===== src/rtl/res_buf_arbiter_if.sv =====
// Lane-to-result-buffer bus: per-lane valid/ready/data on one side, buffer write port on the other.
// The arbiter connects through the slave modport; the producer/buffer side uses master.
interface res_buf_arbiter_if #(
    parameter int NUM_REQ    = 4,
    parameter int BIT_DEPTH  = 8,
    parameter int ADDR_WIDTH = 10
);
    logic [NUM_REQ-1:0]           req_valid;
    logic [NUM_REQ*BIT_DEPTH-1:0] req_data;
    logic [NUM_REQ-1:0]           req_ready;
    logic                         buf_wr_en;
    logic [ADDR_WIDTH-1:0]        buf_wr_addr;
    logic [BIT_DEPTH-1:0]         buf_data_in;

    modport master (
        output req_valid, req_data,
        input  req_ready, buf_wr_en, buf_wr_addr, buf_data_in
    );

    modport slave (
        input  req_valid, req_data,
        output req_ready, buf_wr_en, buf_wr_addr, buf_data_in
    );
endinterface


===== src/rtl/res_buf_arbiter.sv =====
// Round-robin arbiter that serialises PE-lane results into the single-port result buffer,
// writing sequential addresses for a pass of programmable length and pulsing done at the end.
module res_buf_arbiter #(
    parameter int NUM_REQ    = 4,
    parameter int BIT_DEPTH  = 8,
    parameter int ADDR_WIDTH = 10
) (
    input  logic                  clk,
    input  logic                  rst_n,
    input  logic                  start,
    input  logic [ADDR_WIDTH:0]   pass_len,
    output logic                  busy,
    output logic                  done,
    res_buf_arbiter_if.slave      bus
);
    localparam int IDXW = $clog2(NUM_REQ);
    localparam logic [ADDR_WIDTH:0] LEN_MAX   = {1'b1, {ADDR_WIDTH{1'b0}}};
    localparam logic [IDXW:0]       NUM_REQ_W = (IDXW+1)'(NUM_REQ);
    localparam logic [IDXW-1:0]     LAST_LANE = IDXW'(NUM_REQ - 1);

    typedef enum logic [1:0] {IDLE, FILL, DONE} state_t;

    state_t                state_reg, state_next;
    logic [ADDR_WIDTH:0]   len_reg;
    logic [ADDR_WIDTH:0]   count_reg;
    logic [ADDR_WIDTH-1:0] wr_ptr_reg;
    logic [IDXW-1:0]       rr_ptr_reg;
    logic                  wr_en_reg;
    logic [ADDR_WIDTH-1:0] wr_addr_reg;
    logic [BIT_DEPTH-1:0]  data_reg;

    logic [BIT_DEPTH-1:0]  lane_data [NUM_REQ];
    logic [IDXW-1:0]       cand_idx  [NUM_REQ];
    logic                  found;
    logic [IDXW-1:0]       grant_idx;
    logic                  xfer;
    logic                  last_word;
    logic                  start_ok;
    logic [ADDR_WIDTH:0]   len_clamped;
    logic [ADDR_WIDTH:0]   count_inc;

    // cand_idx[k] is the lane examined k-th, counting upward from rr_ptr with wrap.
    generate
        for (genvar gi = 0; gi < NUM_REQ; gi++) begin : g_lane
            logic [IDXW:0] sum;
            assign lane_data[gi] = bus.req_data[gi*BIT_DEPTH +: BIT_DEPTH];
            assign sum           = {1'b0, rr_ptr_reg} + (IDXW+1)'(gi);
            assign cand_idx[gi]  = (sum >= NUM_REQ_W) ? IDXW'(sum - NUM_REQ_W) : sum[IDXW-1:0];
        end
    endgenerate

    always_comb begin
        found     = 1'b0;
        grant_idx = '0;
        for (int k = 0; k < NUM_REQ; k++) begin
            if (!found && bus.req_valid[cand_idx[k]]) begin
                found     = 1'b1;
                grant_idx = cand_idx[k];
            end
        end
    end

    // A grant is only ever issued to a valid lane, so a grant in FILL is a handshake.
    assign xfer        = (state_reg == FILL) && found;
    assign count_inc   = count_reg + (ADDR_WIDTH+1)'(1);
    assign last_word   = (count_inc == len_reg);
    assign start_ok    = (state_reg == IDLE) && start;
    assign len_clamped = (pass_len > LEN_MAX) ? LEN_MAX : pass_len;

    always_ff @(posedge clk) begin
        if (!rst_n) state_reg <= IDLE;
        else        state_reg <= state_next;
    end

    always_comb begin
        state_next = state_reg;
        case (state_reg)
            IDLE: if (start) state_next = (len_clamped == '0) ? DONE : FILL;
            FILL: if (xfer && last_word) state_next = DONE;
            DONE: state_next = IDLE;
            default: state_next = IDLE;
        endcase
    end

    always_comb begin
        busy          = (state_reg == FILL) || (state_reg == DONE);
        done          = (state_reg == DONE);
        bus.req_ready = '0;
        if (xfer) bus.req_ready[grant_idx] = 1'b1;
    end

    always_ff @(posedge clk) begin
        if (!rst_n) begin
            len_reg     <= '0;
            count_reg   <= '0;
            wr_ptr_reg  <= '0;
            rr_ptr_reg  <= '0;
            wr_en_reg   <= 1'b0;
            wr_addr_reg <= '0;
            data_reg    <= '0;
        end else begin
            wr_en_reg <= xfer;
            if (start_ok) begin
                len_reg    <= len_clamped;
                count_reg  <= '0;
                wr_ptr_reg <= '0;
                rr_ptr_reg <= '0;
            end
            if (xfer) begin
                data_reg    <= lane_data[grant_idx];
                wr_addr_reg <= wr_ptr_reg;
                wr_ptr_reg  <= wr_ptr_reg + ADDR_WIDTH'(1);
                count_reg   <= count_inc;
                rr_ptr_reg  <= (grant_idx == LAST_LANE) ? '0 : grant_idx + IDXW'(1);
            end
        end
    end

    assign bus.buf_wr_en   = wr_en_reg;
    assign bus.buf_wr_addr = wr_addr_reg;
    assign bus.buf_data_in = data_reg;
endmodule


===== src/flat_wrapper.sv =====
// flat-port wrapper written by rule: the top's interface ports become plain ports
module res_buf_arbiter_flat 
#(
    parameter int NUM_REQ    = 4,
    parameter int BIT_DEPTH  = 8,
    parameter int ADDR_WIDTH = 10
)
  (clk, rst_n, start, pass_len, busy, done, bus_req_valid, bus_req_data, bus_req_ready, bus_buf_wr_en, bus_buf_wr_addr, bus_buf_data_in);
  res_buf_arbiter_if #(.NUM_REQ(NUM_REQ), .BIT_DEPTH(BIT_DEPTH), .ADDR_WIDTH(ADDR_WIDTH)) bus_i ();
  input  logic clk;
  input  logic rst_n;
  input  logic start;
  input  logic [ADDR_WIDTH:0] pass_len;
  output logic busy;
  output logic done;
  input wire logic [$bits(bus_i.req_valid)-1:0] bus_req_valid;
  input wire logic [$bits(bus_i.req_data)-1:0] bus_req_data;
  output wire logic [$bits(bus_i.req_ready)-1:0] bus_req_ready;
  output wire logic [$bits(bus_i.buf_wr_en)-1:0] bus_buf_wr_en;
  output wire logic [$bits(bus_i.buf_wr_addr)-1:0] bus_buf_wr_addr;
  output wire logic [$bits(bus_i.buf_data_in)-1:0] bus_buf_data_in;
  assign bus_i.req_valid = bus_req_valid;
  assign bus_i.req_data = bus_req_data;
  assign bus_req_ready = bus_i.req_ready;
  assign bus_buf_wr_en = bus_i.buf_wr_en;
  assign bus_buf_wr_addr = bus_i.buf_wr_addr;
  assign bus_buf_data_in = bus_i.buf_data_in;
  res_buf_arbiter #(.NUM_REQ(NUM_REQ), .BIT_DEPTH(BIT_DEPTH), .ADDR_WIDTH(ADDR_WIDTH)) u_core (.clk(clk), .rst_n(rst_n), .start(start), .pass_len(pass_len), .busy(busy), .done(done), .bus(bus_i));
endmodule

===== config.mk =====
export PLATFORM = sky130hd
export DESIGN_NAME = res_buf_arbiter_flat
export DESIGN_NICKNAME = d
export VERILOG_FILES = /design/src/rtl/res_buf_arbiter_if.sv /design/src/rtl/res_buf_arbiter.sv /design/src/flat_wrapper.sv
export SDC_FILE = /design/constraint.sdc
export NUM_CORES = 1
export LEC_CHECK = 0
export CAP_MARGIN = 20
export CORE_UTILIZATION = 35
export DETAILED_ROUTE_END_ITERATION = 7
export GPL_TIMING_DRIVEN = 0
export SYNTH_ARGS = -nofsm -noshare
export SYNTH_HDL_FRONTEND = slang
export SYNTH_SLANG_ARGS = --single-unit

===== constraint.sdc =====
create_clock -name clk -period 5.2 [get_ports clk]
set_input_delay 1.04 -clock clk [delete_from_list [all_inputs] [get_ports clk]]
set_output_delay 1.04 -clock clk [all_outputs]
set_load 0.05 [all_outputs]

==> metrics.csv <==
metric;value;unit
die_height;96.1;um
cts_buffer_depth;2;
drt_pre_antenna_iters;4;
num_rows;33;
io_pins;75;
final_cells;573;
synth-edff-count;0;
fin_nets;526;
cts_resized;0;
die_x;96.1;um
dp.cells;565;
maxSlewViolCount;0;
synth_ff_type;dfxtp_1;
max_cap_viol_count;0;
postCtsSetupRepairBufs;0;
vias_per_cell;5.26;
grt-ovfl-total;0;
initial_core_util;0.370;
outcome;finished, final reports clean;
clk_root_buffer_cell;clkbuf_8;
power;1.15;mW
grt_first_pass_wirelength;13700;um
min_period_over_period;0.918;
setup_slack;0.426;ns
ant_nets;0;
grt-busiest-layer;met2;
syn_inst;386;
rsz0062_at_grt;no;
synth-seq-area-share;0.355;
met3_usage;0.0427;
drc;0;
antenna_found_initial;0;
syn_area;3100;um2
portBuffers;74;
p_leak;1.56;nW
relSlewSlack;0.500;
clock_latency;0.32;ns
crit_fanout;11;
layout_common_cells;clkdlybuf4s50_1 (74), dfxtp_1 (55), nand2_1 (47);
setup_viol;0;
worstMarginPinSlew;0.748;ns
pre_cts_ws;0.394;ns
gr-usage-all-layers;0.192;
tns;0;ns
crit_type;input port to primary output;
diodes;0;
ys_types;54;
area_growth;31.2;%
core-area;8380;um2
critical_path_required;4.16;ns
final-hold-violation-count;0;
die_area;9240;um2
vias;3015;
cp.arrival;3.73;ns
p_per_area;284;nW/um2
synth_seq_cells;55;
hold_buffers;0;
use_met1;0.258;
yosys.area.top_type;dfxtp_1;
layout-drive-gt1-share;0.0684;
grt_pass1_vias;2887;
async_reset_ff_frac;0;
use_met2;0.318;
worst_setup_path_end_kind;primary output;
final_util;0.485;
crit_path_start_kind;input port;
vdd_drop_max;0.172;mV
yosys_warnings;0;
max_freq;209;MHz
grt_max_degree;20;
cts_tree;built;
hold_path.class;flip-flop to flip-flop;
wl;8190;um
routedWlPerCell;14.3;um
clkTransAtPathRegs;0.12;ns
period_needed;4.77;ns
cts_buffers;5;
layout_commonest_cell;clkdlybuf4s50_1;
synth_fp_nets;445;
h-tree-depth;2;
worst_clock_skew;0.0122;ns
dp_hpwl;6160;um
clock_sinks;55;
synth_area_leaders;dfxtp_1 (36%), a21oi_1 (6.9%), nand2_1 (5.7%);
synth.avg_cell_area;8.03;um2
gp_congestion;0.778;
drt_iter0_markers;98;
yosysTopAreaCellShare;0.355;
[cell usage after synthesis (2+ instances only)]
cell,number
nor3b_1,8
nand3_1,21
a21oi_1,43
nand4b_1,2
ha_1,9
a22oi_1,4
nor2_1,39
a31oi_1,2
a21o_1,2
buf_2,4
mux2i_1,17
nor3_1,6
nand2b_1,3
o21ai_1,7
inv_1,8
o21ai_0,13
clkbuf_1,18
nand4_1,3
mux2_2,8
inv_2,2
xor2_1,3
nand2_1,47
xnor2_1,9
nor2b_1,2
o22ai_1,3
and2_1,5
and3_1,6
buf_4,3
dfxtp_1,55
nand4bb_1,2
nor4_1,5
or3_1,2
a311oi_1,4
[stage by stage]
step                      area (um2)  hold slack, ns
final                           4070           0.460
after global routing            4070           0.484
after detailed placement        3970           0.448
after global placement          3970           0.443
after floorplan                 3100           0.445
after CTS                       4070           0.464
[power by group]
group | switching (mW) | internal (mW)
Clock | 0.157 | 0.0988
Combinational | 0.269 | 0.158
Sequential | 0.0229 | 0.448
[final cells by class]
type	count	area, um2
Fill cell	833	4320
Multi-Input combinational cell	294	1840
Sequential cell	55	1100
Timing Repair Buffer	74	741
Tap cell	105	131
Buffer	27	125
Clock buffer	5	68.8
Inverter	10	37.5
Clock inverter	3	25.0
[worst paths after layout]
| kind | from | to | slack [ns] | depth (start not counted) |
|---|---|---|---|---|
| max | bus_req_valid[0] | bus_req_ready[2] | 0.43 | 10 |
| min | u_core.bus.buf_wr_addr[4]$_SDFFE_PN0P_ | u_core.bus.buf_wr_addr[4]$_SDFFE_PN0P_ | 0.46 | 2 |
| max reg2reg | u_core.state_reg[1]$_SDFFE_PN0P_ | u_core.state_reg[1]$_SDFFE_PN0P_ | 2.57 | 8 |
| min reg2reg | u_core.bus.buf_wr_addr[4]$_SDFFE_PN0P_ | u_core.bus.buf_wr_addr[4]$_SDFFE_PN0P_ | 0.46 | 2 |
[cell families after synthesis]
family | synth area share
compound gates | 0.178
xor+xnor | 0.0339
fa+ha+maj | 0.0363
buf+inv | 0.0525
flops | 0.355
mux | 0.0840
simple gates | 0.260
[critical path, stage by stage]
cell	delay (ns)
clkdlybuf4s50_1	0.46
nor2b_1	0.17
a21oi_1	0.12
o22ai_1	0.09
a21oi_1	0.17
buf_1	0.48
inv_1	0.13
ha_1	0.22
and2_1	0.14
clkdlybuf4s50_1	0.70
[per-layer routing]
| layer | vias up | part of all wire |
|---|---|---|
| met3 | 8 | 0.058 |
| li1 | 1529 | - |
| met4 | 0 | 0.0072 |
| met1 | 1396 | 0.47 |
| met5 | - | 0 |
| met2 | 82 | 0.47 |
Power figures use the tool's default switching activity.
